<file path="src/rtl/elevator_pkg.sv">
// rtl/elevator_pkg.sv - shared constants, call state and car cost function for the hall-call dispatcher (TIMEOUT/AGE_W used with CALL_AGE_EN)
package elevator_pkg;

  localparam int NFLOORS     = 5;
  localparam int FLOOR_W     = 3;
  localparam int COST_W      = FLOOR_W + 2;
  localparam int DIR_PENALTY = 4;
  localparam int TIMEOUT     = 64;
  localparam int AGE_W       = $clog2(TIMEOUT) + 1;

  typedef enum logic [1:0] {
    IDLE  = 2'd0,
    PEND  = 2'd1,
    ASG_F = 2'd2,
    ASG_S = 2'd3
  } call_state_t;

  // Distance to the target plus a penalty when the car is heading away from it.
  // Both direction bits set is illegal and is costed like a stopped car.
  function automatic logic [COST_W-1:0] call_cost(
    input logic [FLOOR_W-1:0] car_floor,
    input logic               up,
    input logic               down,
    input logic [FLOOR_W-1:0] target
  );
    logic [COST_W-1:0] c;
    if (car_floor >= target) c = COST_W'(car_floor - target);
    else                     c = COST_W'(target - car_floor);
    if ((up && !down && target < car_floor) || (down && !up && target > car_floor))
      c = c + COST_W'(DIR_PENALTY);
    return c;
  endfunction

endpackage

</file>
<file path="src/rtl/call_cost_compare.sv">
// rtl/call_cost_compare.sv - picks the cheaper available car for one call, ties go to car f
module call_cost_compare
  import elevator_pkg::*;
(
  input  logic [COST_W-1:0] fcost,
  input  logic [COST_W-1:0] scost,
  input  logic              favail,
  input  logic              savail,
  output logic              win_s,
  output logic              valid
);

  // An unavailable car behaves as infinite cost; no winner when neither car is available.
  always_comb begin
    valid = favail | savail;
    win_s = savail && (!favail || (scost < fcost));
  end

endmodule

</file>
<file path="src/rtl/hall_call_dispatcher.sv">
// rtl/hall_call_dispatcher.sv - latches hall calls and assigns them to car f or car s (optional call aging: CALL_AGE_EN)
module hall_call_dispatcher
  import elevator_pkg::*;
(
  input  logic               clk,
  input  logic               reset,
  input  logic [NFLOORS-1:0] buttons,
  input  logic [FLOOR_W-1:0] ffloor,
  input  logic               fup,
  input  logic               fdown,
  input  logic [FLOOR_W-1:0] sfloor,
  input  logic               sup,
  input  logic               sdown,
  output logic [NFLOORS-1:0] fassign,
  output logic [NFLOORS-1:0] sassign,
  output logic [NFLOORS-1:0] pending
);

  call_state_t        st     [NFLOORS];
  call_state_t        st_nxt [NFLOORS];
  logic [NFLOORS-1:0] stopped;
  logic               sel_found;
  logic [FLOOR_W-1:0] sel;
  logic [COST_W-1:0]  fcost;
  logic [COST_W-1:0]  scost;
  logic               favail;
  logic               savail;
  logic               win_s;
  logic               win_valid;

`ifdef CALL_AGE_EN
  logic [AGE_W-1:0]   age [NFLOORS];
  logic [NFLOORS-1:0] excl_f;
  logic [NFLOORS-1:0] excl_s;
  logic [NFLOORS-1:0] timeout_hit;

  // An assigned call that has waited TIMEOUT cycles goes back to arbitration.
  always_comb begin
    for (int j = 0; j < NFLOORS; j++)
      timeout_hit[j] = (st[j] == ASG_F || st[j] == ASG_S) && (age[j] == AGE_W'(TIMEOUT));
  end
`endif

  // A car serves floor j only when parked there with no direction asserted.
  always_comb begin
    for (int j = 0; j < NFLOORS; j++)
      stopped[j] = (ffloor == FLOOR_W'(j) && !fup && !fdown) ||
                   (sfloor == FLOOR_W'(j) && !sup && !sdown);
  end

  // The lowest-index pending floor is the only one arbitrated this cycle.
  always_comb begin
    sel_found = 1'b0;
    sel       = '0;
    for (int i = 0; i < NFLOORS; i++) begin
      if (!sel_found && st[i] == PEND) begin
        sel_found = 1'b1;
        sel       = FLOOR_W'(i);
      end
    end
  end

  // Per-car cost and availability for the selected floor.
  always_comb begin
    fcost  = call_cost(ffloor, fup, fdown, sel);
    scost  = call_cost(sfloor, sup, sdown, sel);
`ifdef CALL_AGE_EN
    favail = (ffloor < FLOOR_W'(NFLOORS)) && !excl_f[sel];
    savail = (sfloor < FLOOR_W'(NFLOORS)) && !excl_s[sel];
`else
    favail = (ffloor < FLOOR_W'(NFLOORS));
    savail = (sfloor < FLOOR_W'(NFLOORS));
`endif
  end

  call_cost_compare u_cmp (
    .fcost  (fcost),
    .scost  (scost),
    .favail (favail),
    .savail (savail),
    .win_s  (win_s),
    .valid  (win_valid)
  );

  // Per-floor call state transitions; a stopped car clears before latch or assignment.
  always_comb begin
    for (int j = 0; j < NFLOORS; j++) begin
      st_nxt[j] = st[j];
      case (st[j])
        IDLE: if (!stopped[j] && buttons[j]) st_nxt[j] = PEND;
        PEND: begin
          if (stopped[j])
            st_nxt[j] = IDLE;
          else if (sel_found && sel == FLOOR_W'(j) && win_valid)
            st_nxt[j] = win_s ? ASG_S : ASG_F;
        end
        default: begin
          if (stopped[j])
            st_nxt[j] = IDLE;
`ifdef CALL_AGE_EN
          else if (timeout_hit[j])
            st_nxt[j] = PEND;
`endif
        end
      endcase
    end
  end

  // Register call state and the output decodes of the state being entered.
  always_ff @(posedge clk) begin
    if (reset) begin
      for (int j = 0; j < NFLOORS; j++) st[j] <= IDLE;
      fassign <= '0;
      sassign <= '0;
      pending <= '0;
    end else begin
      for (int j = 0; j < NFLOORS; j++) begin
        st[j]      <= st_nxt[j];
        fassign[j] <= (st_nxt[j] == ASG_F);
        sassign[j] <= (st_nxt[j] == ASG_S);
        pending[j] <= (st_nxt[j] == PEND);
      end
    end
  end

`ifdef CALL_AGE_EN
  // Age assigned calls and remember which car timed out so the retry avoids it once.
  always_ff @(posedge clk) begin
    if (reset) begin
      for (int j = 0; j < NFLOORS; j++) age[j] <= '0;
      excl_f <= '0;
      excl_s <= '0;
    end else begin
      for (int j = 0; j < NFLOORS; j++) begin
        if ((st[j] == ASG_F || st[j] == ASG_S) && (st_nxt[j] == ASG_F || st_nxt[j] == ASG_S))
          age[j] <= age[j] + AGE_W'(1);
        else
          age[j] <= '0;
        if (timeout_hit[j]) begin
          excl_f[j] <= (st[j] == ASG_F);
          excl_s[j] <= (st[j] == ASG_S);
        end else if (st_nxt[j] == IDLE || (st[j] == PEND && sel_found && sel == FLOOR_W'(j))) begin
          excl_f[j] <= 1'b0;
          excl_s[j] <= 1'b0;
        end
      end
    end
  end
`endif

endmodule

</file>
<file path="config.mk">
export PLATFORM = sky130hd
export DESIGN_NAME = hall_call_dispatcher
export DESIGN_NICKNAME = d
export VERILOG_FILES = /design/src/rtl/elevator_pkg.sv /design/src/rtl/call_cost_compare.sv /design/src/rtl/hall_call_dispatcher.sv
export SDC_FILE = /design/constraint.sdc
export NUM_CORES = 1
export LEC_CHECK = 0
export CORE_ASPECT_RATIO = 0.5
export CORE_MARGIN = 3
export CORE_UTILIZATION = 35
export CTS_CLUSTER_SIZE = 12
export DETAILED_ROUTE_END_ITERATION = 16
export GPL_ROUTABILITY_DRIVEN = 0
export RECOVER_POWER = 25
export SLEW_MARGIN = 5
export SYNTH_ARGS = -nofsm -noshare
export SYNTH_HDL_FRONTEND = slang
export SYNTH_SLANG_ARGS = --single-unit
</file>
<file path="constraint.sdc">
create_clock -name clk -period 5 [get_ports clk]
set_input_delay 1 -clock clk [delete_from_list [all_inputs] [get_ports clk]]
set_output_delay 1 -clock clk [all_outputs]
set_load 0.005 [all_outputs]
</file>
# Word level (Yosys, flattened, before mapping)
# Memories as Yosys holds them, arrays and structs flattened.
# Cells that the tools add are included.
# W data, S select, Z words.
[classes]
add_sub_neg = 6
n_mul = 0
n_div = 0
magnitude_cmp = 9
eq_ne = 32
shifts = 0
muxes = 47
n_bitwise = 6
n_reduce_logical = 78
[ops]
columns = ["cell", "count"]
rows = [
  ["$mux W2", 25],
  ["$logic_and A1 B1 Y1", 48],
  ["$eq A2 B1 Y1 const B", 10],
  ["$eq A2 B2 Y1 const B", 10],
  ["$mux W5", 4],
  ["$pmux W2 S2", 5],
  ["$eq A3 B2 Y1 const B", 6],
  ["$sub A3 B3 Y4", 4],
  ["$logic_not A1 Y1", 14],
  ["$add A5 B3 Y5 const B", 2],
  ["$logic_not A2 Y1", 5],
  ["$mux W1", 10],
  ["$eq A3 B1 Y1 const B", 3],
  ["$eq A3 B3 Y1 const B", 3],
  ["$logic_not A3 Y1", 3],
  ["$mux W3", 3],
  ["$logic_or A1 B1 Y1", 8],
  ["$ge A3 B3 Y1", 2],
  ["$gt A3 B3 Y1", 2],
  ["$lt A3 B3 Y1", 2],
  ["$lt A3 B3 Y1 const B", 2],
  ["$or A1 B1 Y1", 6],
  ["$lt A5 B5 Y1", 1],
]
[totals]
regBits = 15
latchBits = 0
ramBits = 10
rom_bits = 0
in_bits = 17
out_inout_bits = 15
word_cells = 182
memories = 1
[mem_list]
columns = ["memory", "depth", "word_bits", "rd", "rd_ports_with_merged_regs", "wr", "line", "text"]
rows = [
  ["st", 5, 2, 5, 0, 5, "hall_call_dispatcher.sv:19", "call_state_t st [NFLOORS];"],
]

# Logic depth before layout (Yosys ltp)
# Gate-level depths: netlist (run 1).
# An unclocked memory read counts as a cell.
[depth]
depth_word = 27
depth_mapped = 22
ltp_nobuf = 22

# By module
# A second synthesis (run 1) with hierarchy kept.
[unflattened]
hier_cells = 202
hier_area_um2 = 1843.0
[by_module_without_submodules]
columns = ["mod", "instances", "cells_per_inst", "area_per_inst_um2", "seq_area_each_um2"]
rows = [
  ["hall_call_dispatcher", 1, 185, 1725.4, 500.5],
  ["call_cost_compare", 1, 17, 117.6, 0.0],
]

# Worst setup path after synthesis (run 1)
# Ideal clock, no wire load.
[synth_timing]
kind = "input-to-reg"
from = "input port ffloor[0]"
to = "register pending[1]"
setup_ns = 0.062
t_arrival_ns = 4.040
required_ns = 4.938
slack_ns = 0.898
stages = 18
n_path_buf = 0
cell_sequence = "inv_1 > ha_1 > inv_1 > fa_1 > inv_1 > fa_1 > a221oi_1 > a311oi_1 > a211oi_1 > ha_1 > nor2_1 > nor2_1 > ha_1 > a21oi_1 > a21oi_2 > a41o_2 > a311o_1 > nor2b_2"
[synth_via]
elab_chain_len = 12
elab_cells_between_ends = 31
classes_between = "add/sub (3); order compare (5); eq/ne (2); mux (8); bitwise (1); reduce/logical (12)"
[synth_rtl]
columns = ["item", "line", "text"]
rows = [
  ["start: declaration", "hall_call_dispatcher.sv:8", "input logic [FLOOR_W-1:0] ffloor,"],
  ["$sub A3 B3 Y4 (tied with other cells)", "elevator_pkg.sv:28", "else c = COST_W'(target - car_floor);"],
  ["$mux W5 or $logic_and A1 B1 Y1 (tied branches)", "elevator_pkg.sv:27, elevator_pkg.sv:29", ""],
  ["$add A5 B3 Y5 or $logic_or A1 B1 Y1 (tied branches)", "elevator_pkg.sv:30, elevator_pkg.sv:29", ""],
  ["$mux W5", "elevator_pkg.sv:29", "if ((up && !down && target < car_floor) || (down && !up && target > car_floor))"],
  ["$lt A5 B5 Y1", "call_cost_compare.sv:16", "win_s = savail && (!favail || (scost < fcost));"],
  ["$logic_or A1 B1 Y1", "call_cost_compare.sv:16", ""],
  ["$logic_and A1 B1 Y1", "call_cost_compare.sv:16", ""],
  ["$mux W1", "hall_call_dispatcher.sv:95", "st_nxt[j] = win_s ? ASG_S : ASG_F;"],
  ["$mux W2", "hall_call_dispatcher.sv:94", "else if (sel_found && sel == FLOOR_W'(j) && win_valid)"],
  ["$mux W2", "hall_call_dispatcher.sv:92", "if (stopped[j])"],
  ["$pmux W2 S2 (*)", "hall_call_dispatcher.sv:89", "case (st[j])"],
  ["$eq A2 B1 Y1 (*)", "hall_call_dispatcher.sv:121", "pending[j] <= (st_nxt[j] == PEND);"],
  ["end signal: indexed assignment", "hall_call_dispatcher.sv:121", ""],
  ["end: declaration", "hall_call_dispatcher.sv:16", "output logic [NFLOORS-1:0] pending"],
]
# Every way passes the cells marked *; elsewhere a longest branch is shown, timed or not.
# A chain may end at the register's enable or synchronous reset.

# Worst setup path after layout (run 1)
# Ends and elaborated chain as after synthesis.

==> flow_metrics.env, run 1 <==
export IMPL_ir_worst_vdd_mv=0.210
export IMPL_max_freq_mhz=217
export IMPL_setup_tns_ns=0
export IMPL_cts_root_buf="clkbuf_8"
export IMPL_p_total_uw=781
export IMPL_yosysSeqAreaShare_pct=27.9
export IMPL_avgSynthCellArea_um2=8.54
export IMPL_drtIter0Drc=85
export IMPL_drt_first_pass_iters=4
export IMPL_antenna_found_initial=0
export IMPL_num_vias=1537
export IMPL_min_from="st[0][7]"
export IMPL_startpoint="ffloor[0]"
export IMPL_die_area_um2=6070
export IMPL_outcome="complete, no violations"
export IMPL_die_w_um=107
export IMPL_fill_cells=477
export IMPL_synth_warnings=0
export IMPL_area_growth_pct=26.4
export IMPL_cellPowerDensity_nw_per_um2=344
export IMPL_hold_viol=0
export IMPL_drive_gt1_share_pct=7.23
export IMPL_worstReg2RegStart="st[0][1]"
export IMPL_syn_nets=252
export IMPL_drc_errors=0
export IMPL_die_h_um=56.6
export IMPL_ctsHoldBuffers=0
export IMPL_io_pins=32
export IMPL_hold_ws_ns=0.513
export IMPL_final_nets=292
export IMPL_reg2reg_slack_ns=0.63
export IMPL_grt_max_degree=15
export IMPL_tightest_slew_ns=0.707
export IMPL_port_buffers=31
export IMPL_cts_tree="built"
export IMPL_relSlewSlack_pct=52.7
export IMPL_cts_sinks=25
export IMPL_vias_per_cell=4.88
export IMPL_final_area_um2=2270
export IMPL_core_area_um2=4660
export IMPL_arrival_ns=4.83
export IMPL_netlist_area_leader_share_pct=27.9
export IMPL_path_class="input port to register"
export IMPL_placed_area_um2=2220
export IMPL_synth_top_area_cell="dfxtp_1"
export IMPL_reg2regPathDepth=17
export IMPL_fin_crit_sh_pct=92.3
export IMPL_hpwlAfterDp_um=3430
export IMPL_setup_viol=0
export IMPL_synthCells=210
export IMPL_cap_violations=0
export IMPL_cp_start_kind="input port"
export IMPL_std_cell_rows=17
export IMPL_wirelength_um=4070
export IMPL_drv_slew=0
export IMPL_grt_use_total_pct=13.9
export IMPL_rsz0062_at_grt="false"
export IMPL_hold_path_depth=2
export IMPL_grt_pass1_vias=1509
export IMPL_leakage_nw=1.02
export IMPL_cts_max_path_buffers=2
export IMPL_drtAntennaViolNets=0
export IMPL_htreeDepth=1
export IMPL_endpoint_kind="register"
export IMPL_min_to="fassign[3]"
export IMPL_critPathRequiredTime_ns=5.21
export IMPL_r2r_end="pending[1]"
export IMPL_synth_cell_types=46
export IMPL_fin_worst_skew_ns=0.00464
export IMPL_cts_setup_buffers=0
export IMPL_insertion_delay_ns=0.27
export IMPL_final_min_clock_period_ns=4.61
export IMPL_post_drt_wl_per_cell_um=12.9
export IMPL_cp_max_fo=5
export IMPL_start_util_pct=38.5
export IMPL_finalWorstSetupSlack_ns=0.386
export IMPL_grt_pass1_wl_um=6780
export IMPL_clk_pin_slew_worst_paths_ns=0.08
export IMPL_hold_class="register to register"
export IMPL_antenna_cells_inserted=0
export IMPL_synthTopCellsByArea="dfxtp_1 (28%), ha_1 (12%), fa_1 (8.9%)"
export IMPL_ys_ff_latch=25
export IMPL_dp_slack_ns=0.113
export IMPL_cts_buffers=3
export IMPL_grt_ovfl_total=0
export IMPL_ctsResizeCount=0
export IMPL_synthesis_area_um2=1790
## cell families after synthesis
kind of cell / synth area share (%)
buffers and inverters: 5.23
AND/OR/NAND/NOR: 22.9
adder cells (fa/ha/maj): 20.8
multiplexers: 2.93
XOR/XNOR: 1.46
AO/OA/AOI/OAI: 18.8
flip-flops: 27.9
## worst max path at each step
| stage | end | depth (start not counted) | slack (ns) |
|---|---|---|---|
| finish | pending[1] | 19 | 0.39 |
| global placement | pending[1] | 19 | 0.13 |
| CTS | pending[1] | 19 | 0.40 |
| global route | sassign[1] | 19 | 0.03 |
| floorplan | pending[1] | 18 | 0.90 |
| detailed placement | pending[1] | 19 | 0.11 |
## power by group
group          internal (mW)  switching, mW  leakage (nW)
Sequential             0.225         0.0136         0.205
Clock                 0.0557         0.0609        0.0255
Combinational          0.187          0.239         0.785
Total                  0.468          0.313          1.02
## cell usage after synthesis (all sizes together)
cell type  instances
a221oi             2
nand2             11
xor2               1
a22oi              1
and2               3
a311o              1
fa                 8
nor4               1
a41o               1
a2111oi            1
xnor2              2
mux2i              3
or3                2
o21ai             11
dfxtp             25
a311oi             1
a31oi              1
nor3              11
o31ai              1
nor3b              3
a41oi              2
a21oi             14
a211o              2
inv               24
a221o              1
a211oi             2
a32oi              2
clkbuf             1
o211a              1
nor2              21
nand3              7
nand2b             6
a21o               1
and3               3
nand4b             1
ha                17
mux2               2
nor2b             10
o21a               2
nand3b             1
## registers in the layout (all words and copies together) (netlist names)
name and count:
pending 5, sassign 5, st 10, fassign 5
## stage by stage
stage                     utilization [%]  instances
after floorplan                         -        210
after global placement               47.7        311
after detailed placement             47.7        311
after CTS                            48.7        315
after global routing                 48.7        315
final                                48.7        315
## worst max-delay path, cell delays in order
cell and delay, ns:
clkdlybuf4s50_1 0.48, inv_1 0.06, ha_1 0.18, inv_1 0.08, fa_1 0.16, inv_1 0.05, fa_1 0.41, a221oi_1 0.30
a311oi_1 0.12, a211oi_1 0.29, ha_1 0.28, nor2_1 0.10, nor2_1 0.05, ha_1 0.19, a21oi_1 0.21, a21oi_2 0.09
a41o_2 0.28, a311o_1 0.40, nor2b_2 0.11
## cells in the final DEF, fill, tap and decap left out, types with 3 or more instances in the layout
cell,netlist,final
dfxtp_1,25,25
inv_1,24,24
nor2_1,21,21
clkdlybuf4s50_1,0,21
ha_1,17,17
a21oi_1,13,13
nor3_1,11,11
nand2_1,10,10
dlygate4sd3_1,0,10
nor2b_1,9,9
fa_1,8,8
nand3_1,7,7
nand2b_1,6,6
o21ai_1,6,6
buf_4,0,5
mux2i_1,3,3
and3_1,3,3
and2_1,3,3
nor3b_1,3,3
o21ai_0,3,3
clkbuf_8,0,3
## per-layer routing
layer | GRT usage (%) | share of wire [%] | up-vias
met5 | 0 | 0 | -
met4 | 2.73 | 0.74 | 0
met1 | 20.4 | 54 | 703
met2 | 21.2 | 43 | 19
met3 | 2.30 | 2.3 | 5
li1 | - | - | 810
## layout make-up
class,instances,area (µm²),area share [%]
clock buffers,3,41.3,1.82
clock inverters,1,5.00,0.221
inverters,24,90.1,3.97
multi-input cells,160,1200,52.9
flip-flops and latches,25,500,22.1
well taps,66,82.6,3.64
repair buffers,36,348,15.3
Power figures use the tool's default switching activity.
==> run 2: changes to the inputs <==
- CORE_UTILIZATION: 35 -> 53
- PLACE_DENSITY: default -> 0.8
==> run 2 against run 1 <==
  * Count of clock-buffer cells in the layout rose by 1
  * Combinational power up 0.9%
  * Non-clock buffer count is the same
  * Largest power group unchanged
  * Register-to-register slack improved by 0.06 ns
  * Clock power hardly changed
  * Worst setup slack better by 0.038 ns
  * Clock skew up 0.0028 ns
  * Cell count down 8.3%
  * Die area shrank 31%
  * First-iteration DRC count down 8.2%
  * Worst hold slack better by 0.025 ns
==> flow_metrics.env, run 2 (synthesis gave the netlist of run 1 again) <==
export IMPL_ir_worst_vdd_mv=0.276
export IMPL_switching_share_pct=40.3
export IMPL_cpMostUsedCell="inv_1"
export IMPL_cp_max_fo=5
export IMPL_p_total_uw=787
export IMPL_drtIter0Drc=78
export IMPL_htreeDepth=1
export IMPL_path_class="input port to register"
export IMPL_drtAntennaViolNets=0
export IMPL_cp_top_family="compound AO/OA/AOI/OAI gates"
export IMPL_fin_worst_skew_ns=0.00743
export IMPL_grt_pass1_wl_um=6630
export IMPL_cts_max_path_buffers=2
export IMPL_critPathBufInv=4
export IMPL_post_drt_wl_per_cell_um=13.9
export IMPL_hold_class="register to register"
export IMPL_grt_max_degree=14
export IMPL_cts_root_buf="clkbuf_8"
export IMPL_cts_sinks=25
export IMPL_layout_commonest_cell="dfxtp_1"
export IMPL_arrival_ns=4.78
export IMPL_ctsResizeCount=0
export IMPL_wirelength_um=4010
export IMPL_cp_start_kind="input port"
export IMPL_core_area_um2=3120
export IMPL_final_nets=292
export IMPL_hpwlAfterDp_um=3360
export IMPL_area_growth_pct=24.5
export IMPL_cts_setup_buffers=0
export IMPL_crit_chain="clkdlybuf4s50_1 > inv_1 > ha_1 > inv_1 > fa_1 > inv_1 > fa_1 > nand2_1 > mux2i_1 > a221oi_1 > and2_1 > ha_1 > a21oi_1 > a21oi_2 > a41o_2 > a311o_1 > nor2b_2"
export IMPL_cts_buffers=3
export IMPL_critPathRequiredTime_ns=5.21
export IMPL_antenna_found_initial=0
export IMPL_power_internal_uw=470
export IMPL_die_h_um=47.1
export IMPL_drt_first_pass_iters=4
export IMPL_fin_crit_sh_pct=91.5
export IMPL_seq_power_share_pct=30.4
export IMPL_rsz0062_at_grt="false"
export IMPL_tightest_slew_ns=0.668
export IMPL_num_vias=1601
export IMPL_hold_viol=0
export IMPL_cap_violations=0
export IMPL_multi_input_area_um2=1200
export IMPL_power_switching_uw=317
export IMPL_setup_tns_ns=0
export IMPL_clk_pin_slew_worst_paths_ns=0.09
export IMPL_grt_pass1_vias=1473
export IMPL_largest_register_ffs=10
export IMPL_io_pins=32
export IMPL_leakage_nw=1.01
export IMPL_p_comb_share_pct=54.6
export IMPL_endpoint_kind="register"
export IMPL_ctsHoldBuffers=0
export IMPL_grt_use_total_pct=20.9
export IMPL_drv_slew=0
export IMPL_max_freq_mhz=219
export IMPL_fill_cells=238
export IMPL_final_min_clock_period_ns=4.58
export IMPL_outcome="complete, no violations"
export IMPL_die_w_um=88.3
export IMPL_slowest_delay_ns=0.53
export IMPL_drc_errors=0
export IMPL_insertion_delay_ns=0.27
export IMPL_largest_register="st"
export IMPL_mostFrequentLayoutCells="dfxtp_1 (25), inv_1 (24), nor2_1 (21), clkdlybuf4s50_1 (21), ha_1 (17)"
export IMPL_std_cell_rows=14
export IMPL_antenna_cells_inserted=0
export IMPL_relSlewSlack_pct=55.3
export IMPL_start_util_pct=57.5
export IMPL_cellPowerDensity_nw_per_um2=353
export IMPL_drive_gt1_share_pct=6.83
export IMPL_die_area_um2=4160
export IMPL_grt_ovfl_total=0
export IMPL_clockPowerShare_pct=15.0
export IMPL_port_buffers=31
export IMPL_cts_tree="built"
export IMPL_setup_viol=0
export IMPL_ff_latch_area_um2=500
export IMPL_vias_per_cell=5.54
export IMPL_slowest_stage="clkdlybuf4s50_1"
==> run 2: cell count changes in the layout (fill, tap and decap cells not counted), sizes merged <==
cell,before,now
clkbuf,3,4
clkinv,1,0
==> run 2: final timing paths <==
path,slack [ns],cells past startpoint,startpoint,end
worst min register to register,0.54,2,st[0][7],fassign[3]
worst max-delay path,0.42,17,sfloor[0],pending[1]
worst max register to register,0.69,16,st[0][1],pending[1]
worst min-delay path,0.54,2,st[0][7],fassign[3]
==> run 2: layout make-up <==
type,count,area share (%)
Inverter,24,4.03
Multi-Input combinational cell,160,53.7
Tap cell,40,2.24
Clock buffer,4,2.02
Sequential cell,25,22.4
Timing Repair Buffer,36,15.6
==> run 2: worst reg2reg max path, delay by kind of cell, from the launching register on <==
kind                     cells  cell delay, ns
flip-flops                   1            0.41
AO/OA/AOI/OAI                8            1.73
adder cells (fa/ha/maj)      3            0.87
AND/OR/NAND/NOR              5            1.22
==> run 2: power groups by stage <==
stage               sequential (mW)  clock [mW]  combinational (mW)
finish                        0.240       0.118               0.430
global placement              0.243           0               0.416
CTS                           0.240       0.120               0.430
floorplan                     0.243           0               0.298
detailed placement            0.245           0               0.427
global route                  0.242       0.127               0.484
==> run 2: per-layer routing <==
metal,global-route usage [%],vias to the layer above,part of all wire (%)
met3,4.03,2,4.2
met4,3.61,0,0.47
met2,37.1,34,47
met1,27.5,751,48
met5,0,-,0
li1,-,814,-
==> run 2: metrics by stage <==
step           std cells  setup slack, ns  cell area (µm²)  utilization [%]  hold slack [ns]
6_report             289            0.424             2230             71.6            0.537
5_1_grt              289            0.185             2230             71.6            0.557
4_1_cts              289            0.435             2230             71.6            0.534
3_5_place_dp         285            0.151             2190             70.2            0.520
3_3_place_gp         285            0.194             2190             70.2            0.500
2_1_floorplan        210            0.898             1790                -            0.471
